<file path="src/rtl/fifo_wr_ctrl.sv">
// fifo_wr_ctrl: write-domain pointer, strobe and flag control for the asynchronous FIFO.
// Define FIFO_WR_SYNC3_EN to use a three-flop read-pointer synchronizer instead of two.
module fifo_wr_ctrl #(
  parameter int ADDR_WIDTH   = 4,
  parameter int AFULL_THRESH = 14
) (
  input  logic                  wr_clk,
  input  logic                  wr_rst_n,
  input  logic                  wr_en,
  input  logic [ADDR_WIDTH:0]   rd_ptr_gray,
  input  logic                  ovf_clr,
  output logic [ADDR_WIDTH:0]   wr_ptr_gray,
  output logic [ADDR_WIDTH-1:0] wr_addr,
  output logic                  wr_inc,
  output logic                  wr_full,
  output logic                  wr_almost_full,
  output logic [ADDR_WIDTH:0]   wr_level,
  output logic                  wr_overflow
);

  localparam int PW = ADDR_WIDTH + 1;
  // Full means the write pointer equals the read pointer with its two Gray MSBs inverted.
  localparam logic [ADDR_WIDTH:0] FULL_MASK = PW'(3) << (ADDR_WIDTH - 1);
  localparam logic [ADDR_WIDTH:0] AFULL_LVL = PW'(AFULL_THRESH);

  logic [ADDR_WIDTH:0] r_sync1;
`ifdef FIFO_WR_SYNC3_EN
  logic [ADDR_WIDTH:0] r_sync2;
`endif
  logic [ADDR_WIDTH:0] r_rdptr_sync;
  logic [ADDR_WIDTH:0] r_wr_bin;

  logic [ADDR_WIDTH:0] w_wr_bin_next;
  logic [ADDR_WIDTH:0] w_wr_gray_next;
  logic [ADDR_WIDTH:0] w_rd_bin_sync;
  logic [ADDR_WIDTH:0] w_level_next;
  logic                w_ovf_set;

  assign wr_inc         = wr_en & ~wr_full;
  assign wr_addr        = r_wr_bin[ADDR_WIDTH-1:0];
  assign w_wr_bin_next  = r_wr_bin + PW'(wr_inc);
  assign w_wr_gray_next = w_wr_bin_next ^ (w_wr_bin_next >> 1);
  assign w_level_next   = w_wr_bin_next - w_rd_bin_sync;
  assign w_ovf_set      = wr_en & wr_full;

  always_comb begin
    w_rd_bin_sync = '0;
    for (int i = 0; i < PW; i++) begin
      w_rd_bin_sync[i] = ^(r_rdptr_sync >> i);
    end
  end

  // Only the raw Gray value crosses into wr_clk; nothing sits between the stages.
  always_ff @(posedge wr_clk or negedge wr_rst_n) begin
    if (!wr_rst_n) begin
      r_sync1      <= '0;
`ifdef FIFO_WR_SYNC3_EN
      r_sync2      <= '0;
`endif
      r_rdptr_sync <= '0;
    end else begin
      r_sync1      <= rd_ptr_gray;
`ifdef FIFO_WR_SYNC3_EN
      r_sync2      <= r_sync1;
      r_rdptr_sync <= r_sync2;
`else
      r_rdptr_sync <= r_sync1;
`endif
    end
  end

  always_ff @(posedge wr_clk or negedge wr_rst_n) begin
    if (!wr_rst_n) begin
      r_wr_bin       <= '0;
      wr_ptr_gray    <= '0;
      wr_full        <= 1'b0;
      wr_almost_full <= 1'b0;
      wr_level       <= '0;
      wr_overflow    <= 1'b0;
    end else begin
      r_wr_bin       <= w_wr_bin_next;
      wr_ptr_gray    <= w_wr_gray_next;
      wr_full        <= (w_wr_gray_next == (r_rdptr_sync ^ FULL_MASK));
      wr_almost_full <= (w_level_next >= AFULL_LVL);
      wr_level       <= w_level_next;
      if (w_ovf_set) begin
        wr_overflow <= 1'b1;
      end else if (ovf_clr) begin
        wr_overflow <= 1'b0;
      end
    end
  end

endmodule
</file>
<file path="config.mk">
export PLATFORM = sky130hd
export DESIGN_NAME = fifo_wr_ctrl
export DESIGN_NICKNAME = d
export VERILOG_FILES = /design/src/rtl/fifo_wr_ctrl.sv
export SDC_FILE = /design/constraint.sdc
export NUM_CORES = 1
export LEC_CHECK = 0
export BUFFER_PORTS_ARGS = -buffer_cell sky130_fd_sc_hd__buf_4
export CAP_MARGIN = 20
export CORE_UTILIZATION = 59
export CTS_BUF_LIST = sky130_fd_sc_hd__clkbuf_2
export CTS_CLUSTER_SIZE = 16
export DETAILED_ROUTE_END_ITERATION = 10
export PLACE_DENSITY_LB_ADDON = 0.15
export SETUP_SLACK_MARGIN = 0.4
export SYNTH_ARGS = -nofsm -noshare
export SYNTH_HDL_FRONTEND = slang
export SYNTH_SLANG_ARGS = --single-unit
</file>
<file path="constraint.sdc">
create_clock -name wr_clk -period 4.8 [get_ports wr_clk]
set_input_delay 0.96 -clock wr_clk [delete_from_list [all_inputs] [get_ports wr_clk]]
set_output_delay 0.96 -clock wr_clk [all_outputs]
set_load 0.02 [all_outputs]
</file>
==> impl_metrics.py, run 1 <==
metrics = {
    "worst_setup_path": {
        "cpLargestDelayFamily": "XOR/XNOR gates",
        "critPathSlowestCell": "dfrtp_1",
        "cp_common_cell": "xor2_2",
        "r2r_start": "r_rdptr_sync[4]",
        "end_kind": "register",
        "startpoint_type": "register",
        "r2r_cells": 10,
        "cpPeakStageDelay_ns": 0.53,
        "r2r_slack_ns": 1.83,
        "cp-startpoint": "r_rdptr_sync[4]",
        "worstPathCellList": "xnor2_2 -> xor2_2 -> xor2_2 -> xnor2_1 -> ha_1 -> fa_1 -> nor2b_1 -> nor3_1 -> o211a_1 -> a311o_1",
        "critical_path_buf_inv_count": 0,
        "cp.arrival_ns": 3.27,
        "path_class": "reg2reg",
        "critPathCapture": "wr_almost_full",
        "critPathRequiredTime_ns": 5.10,
        "path_max_fanout": 4,
        "worst-path-stages": 10,
        "crit-reg2reg-capture": "wr_almost_full",
    },
    "cells_and_area": {
        "drive_gt1_share_pct": 30.4,
        "instances_no_fill": 140,
        "finalCoreUtilization_pct": 79.0,
        "diodes": 0,
        "nFillCells": 120,
        "nNetsFinal": 131,
        "syn2layout_area_growth_pct": 20.1,
    },
    "floorplan": {
        "die-area_um2": 2190,
        "core_um2": 1800,
        "io_pins": 27,
        "die_x_um": 46.8,
        "start_util_pct": 65.8,
        "die_h_um": 46.8,
        "rows": 15,
    },
    "hold_path": {
        "hold_class": "reg2reg",
    },
    "synth": {
        "syn-mean-instance-area_um2": 13.8,
        "synth_simple_gate_area_share_pct": 6.65,
        "synth_area_um2": 1180,
        "synth_cell_type_count": 26,
        "synth_top_family_by_area": "XOR/XNOR gates",
        "synthFlopType": "dfrtp_1",
        "synth_compound_area_share_pct": 6.02,
        "ys_seq_elements": 27,
        "yosysWarnings": 0,
        "yosys.area_share.adder_pct": 6.97,
        "synth_nets": 101,
        "seq_area_frac_synth_pct": 57.0,
        "syn_inst": 86,
        "synthMuxAreaShare_pct": 0,
        "synthXorXnorAreaFrac_pct": 19.9,
        "synth_enable_flop_cells": 0,
        "synthArstFlopShare_pct": 100,
    },
    "power_and_ir_drop": {
        "powerDensity_nw_per_um2": 754,
        "seqPwrFrac_pct": 33.4,
        "irDropWorstVdd_mv": 0.452,
        "switchingPower_uw": 461,
        "power_frac_clock_pct": 8.1,
        "p_sw_share_pct": 42.9,
        "leakage_uw": 0.000695,
        "internal-power_uw": 612,
        "combinationalPowerShare_pct": 58.5,
        "finalPower_uw": 1070,
    },
    "run": {
        "maxCapViolCount": 0,
    },
    "global_route": {
        "grt_max_degree": 28,
        "grt_use_total_pct": 21.1,
        "antenna_found_initial": 0,
        "grt_pass1_vias": 702,
        "grt_pass1_wl_um": 2960,
        "overflow": 0,
    },
    "routing": {
        "post_drt_wl_per_cell_um": 14.1,
        "ant_nets": 0,
        "wirelength_um": 1980,
        "route.detailed.drc": 0,
        "num_vias": 716,
        "drt_iter0_drc": 24,
        "dr.pass1.iters": 4,
        "via_per_inst": 5.11,
    },
    "clocking": {
        "cts_buffers": 3,
        "root_buffer": "clkbuf_2",
        "cts_htree_levels": 1,
        "post_cts_resized": 0,
        "clk_pin_slew_ns": 0.26,
        "insertion_delay_ns": 0.37,
        "clk_path_buf_depth": 2,
        "cts_sinks": 27,
        "post_cts_buffers": 0,
        "cts_tree": "built",
        "ctsHoldBuffers": 0,
    },
    "sta": {
        "worstMarginPinSlew_ns": 0.472,
        "setup_tns_ns": 0,
        "period_needed_ns": 2.97,
        "hold_viol": 0,
        "rsz0062_at_grt": "false",
        "fin_skew_ns": 0.0232,
        "setup_slack_ns": 1.83,
        "post-route-period-util_pct": 62.0,
        "relSlewSlack_pct": 68.4,
        "finalSetupViolations": 0,
        "drv_slew": 0,
        "max_freq_mhz": 336,
    },
    "placed_design": {
        "port_buffers": 26,
        "post-place-ws_ns": 1.44,
        "dp.cells": 136,
        "place.gp.congestion": 0.780,
        "place_hpwl_um": 1490,
    },
    "status": {
        "status": "complete, no violations",
    },
}
[worst min path at each step]
stage	start	endpoint	slack [ns]	cells after the start
CTS	r_sync1[0]	r_rdptr_sync[0]	0.39	0
global placement	r_sync1[0]	r_rdptr_sync[0]	0.34	0
finish	r_sync1[0]	r_rdptr_sync[0]	0.38	0
global route	r_sync1[0]	r_rdptr_sync[0]	0.40	0
detailed placement	r_sync1[0]	r_rdptr_sync[0]	0.34	0
floorplan	r_sync1[0]	r_rdptr_sync[0]	0.33	0
[kinds of logic after synthesis]
| family | after synthesis |
|---|---|
| xor+xnor | 21 |
| fa+ha+maj | 6 |
| simple gates | 14 |
| buf+inv | 9 |
| compound gates | 9 |
| flops | 27 |
[sequential cells by signal, summed over array words and instances (netlist names)]
name,flops
wr_ptr_gray,4
wr_level,5
r_sync1,5
wr_full,1
r_wr_bin,5
wr_almost_full,1
r_rdptr_sync,5
wr_overflow,1
[placed cells by master, fill, tap and decap left out, drive strengths merged]
cell type	netlist	final
o21ai	3	3
nand3	4	4
clkinvlp	0	1
clkbuf	0	3
or2	2	2
xnor3	1	1
a21oi	1	1
a221oi	1	1
fa	1	1
nand2	3	3
a311o	1	1
nor3	1	1
a311oi	1	1
xnor2	10	10
nor2b	2	2
a21boi	1	1
xor3	1	1
xor2	9	9
inv	8	8
o211a	1	1
dfrtp	27	27
or3	2	2
buf	1	26
ha	5	5
[power by group through the flow]
stage / logic [µW] / registers, µW / clock network (µW)
global placement: 605 / 359 / 0
detailed placement: 627 / 364 / 0
CTS: 630 / 358 / 90.1
finish: 628 / 358 / 86.6
global route: 690 / 366 / 96.4
floorplan: 357 / 441 / 0
[per-stage QoR]
stage	hold slack, ns	area, µm²
floorplan	0.331	1180
global route	0.396	1420
finish	0.382	1420
global placement	0.335	1400
detailed placement	0.340	1400
CTS	0.389	1420
[area by class of cell]
cell class	count	area, µm²	share of cell area, %
clock inverter	1	7.51	0.528
tap	25	31.3	2.20
inverter	8	30.0	2.11
clock buffer	3	15.0	1.06
sequential	27	676	47.5
timing repair buffer	26	195	13.7
multi-input combinational	50	468	32.9
[per-layer routing]
metal  up-vias  wire [µm]  global-route usage (%)
met5         -          0                       0
met4         0         22                    11.4
met3         2         75                    4.62
met2        22       1050                    37.8
met1       356        828                    23.1
li1        336          -                       -
[cell usage after synthesis, types with 2 or more instances]
library cell	number	area, µm²
nand3_1	3	15.0
xnor2_1	9	78.8
or2_1	2	12.5
nand2_1	3	11.3
dfrtp_1	27	676
inv_1	8	30.0
or3_1	2	12.5
ha_1	5	62.6
o21ai_0	2	10.0
xor2_1	7	61.3
xor2_2	2	32.5
nor2b_1	2	12.5
Power figures use the tool's default switching activity.
==> run 2: changes to the inputs <==
- ABC_AREA: unset -> 1
- CORE_UTILIZATION: 59 -> 50
- clock period: 4.8 -> 2.7 ns (I/O delays scaled with it)
==> run 2 against run 1 <==
Compared with the run above: wire length is 34% higher; first-iteration DRC count is 25% lower; utilization is 6.9 points lower; clock skew is 0.013 ns lower; die area is 23% higher; clock power is 69% higher; worst hold slack worse by 0.32 ns; global-route usage is 1.3 points lower; synthesized cell count is 60% higher; non-clock buffer count is 6 higher; largest cell class unchanged.
==> impl_metrics.py, run 2 <==
metrics = {
    "global_route": {
        "antenna_found_initial": 0,
        "grt_pass1_vias": 913,
        "overflow": 0,
        "grt_max_degree": 28,
        "grt_use_total_pct": 19.7,
        "grt_pass1_wl_um": 3820,
    },
    "clocking": {
        "cts_tree": "built",
        "ctsHoldBuffers": 0,
        "cts_htree_levels": 1,
        "cts_sinks": 27,
        "clk_pin_slew_ns": 0.23,
        "insertion_delay_ns": 0.33,
        "clk_path_buf_depth": 2,
        "root_buffer": "clkbuf_2",
        "cts_buffers": 3,
    },
    "synth": {
        "synth_nets": 153,
        "synthFlopType": "dfrtp_1",
        "synth_most_common_cell": "nand2_1",
        "seq_area_frac_synth_pct": 54.3,
        "syn-mean-instance-area_um2": 9.01,
        "ys_seq_elements": 27,
        "synth_top_area_share_pct": 54.3,
        "yosysWarnings": 0,
        "syn_inst": 138,
        "synth_top_area_cell": "dfrtp_1",
        "synth_commonest_cells": "nand2_1, dfrtp_1, inv_1, nand3_1, nand2_2",
        "synth_cell_type_count": 16,
        "synth_area_um2": 1240,
        "synth_enable_flop_cells": 0,
        "synthArstFlopShare_pct": 100,
        "synthTopCellsByArea": "dfrtp_1, nand2_1, nand3_1",
    },
    "cells_and_area": {
        "layout_common_cells": "nand2_1, buf_4, dfrtp_1, inv_1, nand3_1",
        "diodes": 0,
        "drive_gt1_share_pct": 32.2,
        "nFillCells": 164,
        "multiInputGateArea_um2": 574,
        "nNetsFinal": 190,
        "seqCellArea_um2": 676,
        "final_common_cell": "nand2_1",
        "syn2layout_area_growth_pct": 31.8,
    },
    "sta": {
        "fin_skew_ns": 0.00981,
        "hold_viol": 0,
        "relSlewSlack_pct": 78.8,
        "drv_slew": 0,
        "rsz0062_at_grt": "false",
        "period_needed_ns": 2.23,
        "worstMarginPinSlew_ns": 0.318,
        "post-route-period-util_pct": 82.6,
        "max_freq_mhz": 449,
        "finalSetupViolations": 0,
        "setup_tns_ns": 0,
    },
    "run": {
        "maxCapViolCount": 0,
    },
    "floorplan": {
        "die_h_um": 51.9,
        "start_util_pct": 54.6,
        "core_um2": 2280,
        "rows": 17,
        "die-area_um2": 2690,
        "io_pins": 27,
        "die_x_um": 51.9,
    },
    "worst_setup_path": {
        "critPathSlowestCell": "dfrtp_1",
        "cpPeakStageDelay_ns": 0.46,
        "cp-startpoint": "r_rdptr_sync[3]",
        "cp_common_cell": "nand2_1",
        "path_max_fanout": 3,
        "path_class": "reg2reg",
        "r2r_start": "r_rdptr_sync[3]",
        "cp.arrival_ns": 2.48,
        "critPathRequiredTime_ns": 2.95,
        "worstPathCellList": "inv_2 -> nand2_2 -> nand2_4 -> xor2_4 -> xor2_1 -> inv_1 -> ha_4 -> fa_2 -> o21ai_2 -> nand2_1 -> nand2_1 -> nand2_1 -> nand2_1 -> nand2_1",
        "startpoint_type": "register",
        "end_kind": "register",
    },
    "routing": {
        "drt_iter0_drc": 18,
        "dr.pass1.iters": 4,
        "via_per_inst": 5.11,
        "post_drt_wl_per_cell_um": 13.1,
        "route.detailed.drc": 0,
        "num_vias": 1033,
        "wirelength_um": 2640,
        "ant_nets": 0,
    },
    "placed_design": {
        "place_hpwl_um": 1790,
        "place.gp.congestion": 0.883,
        "port_buffers": 26,
    },
    "power_and_ir_drop": {
        "irDropWorstVdd_mv": 0.854,
        "leakage_uw": 0.000875,
        "powerDensity_nw_per_um2": 1260,
        "finalPower_uw": 2070,
    },
    "hold_path": {
        "hold_class": "in2async",
    },
    "status": {
        "status": "complete, no violations",
    },
}
-- run 2: worst max-delay path, delay by kind of cell (launching register included) --
family	cells	cell delay (ns)
DFF	1	0.46
buffers and inverters	2	0.17
AOI/OAI and AO/OA	1	0.15
xor gates and xnor gates	2	0.35
adders and majority gates	2	0.56
and+or+nand+nor	7	0.48
-- run 2: worst paths after layout --
check | to | slack, ns | cells after the start
max | wr_almost_full | 0.47 | 14
min | r_sync1[1] | 0.06 | 1
max reg2reg | wr_almost_full | 0.47 | 14
min reg2reg | r_rdptr_sync[2] | 0.38 | 0
max in group asynchronous | wr_ptr_gray[3] | 2.40 | 1
min in group wr_clk | r_sync1[0] | 0.29 | 1
-- run 2: what timing repair did --
item | CTS | global route
hold endpoints to repair | 0 | 0
endpoints found under the setup margin | 2 | 3
gates resized for setup | 3 | 12
setup buffers | 1 | 5
pin swaps | 0 | 5
gates cloned | 0 | 0
-- run 2: report_power, final --
group | leakage (µW) | switching [µW] | internal, µW
clock | 0.0000166 | 107 | 39.2
combinational | 0.000539 | 759 | 539
sequential | 0.000320 | 87.3 | 540
-- run 2: through the flow --
| step | utilization [%] | instances | setup WS [ns] | instance area, µm² | hold slack, ns |
|---|---|---|---|---|---|
| finish | 72.0 | 202 | 0.471 | 1640 | 0.0580 |
| global route | 72.0 | 202 | 0.368 | 1640 | 0.0573 |
| CTS | 67.5 | 197 | 0.402 | 1540 | 0.0662 |
| detailed placement | 65.6 | 192 | 0.149 | 1490 | 0.335 |
| global placement | 65.6 | 192 | 0.215 | 1490 | 0.331 |
| floorplan | - | 138 | 0.402 | 1260 | 0.244 |
-- run 2: cell type report --
cell class / instances / share of cell area, %
inverter: 25 / 5.73
sequential: 27 / 41.2
clock buffer: 4 / 1.22
timing repair buffer: 32 / 14.7
tap: 28 / 2.14
multi-input combinational: 86 / 35.0
-- run 2: cells by family (layout without fill, tap and decap cells) --
group	Yosys count	after routing	synth area share [%]
simple gates	72	72	26.2
flops	27	27	54.3
buf+inv	25	61	7.55
fa+ha+maj	6	6	6.64
xor+xnor	5	5	4.13
compound gates	3	3	1.21
-- run 2: per-layer routing --
metal | share of wire (%) | GRT usage, %
met5 | 0 | 0
met4 | 4.1 | 8.11
met3 | 6.6 | 2.05
met2 | 52 | 37.0
met1 | 37 | 22.4
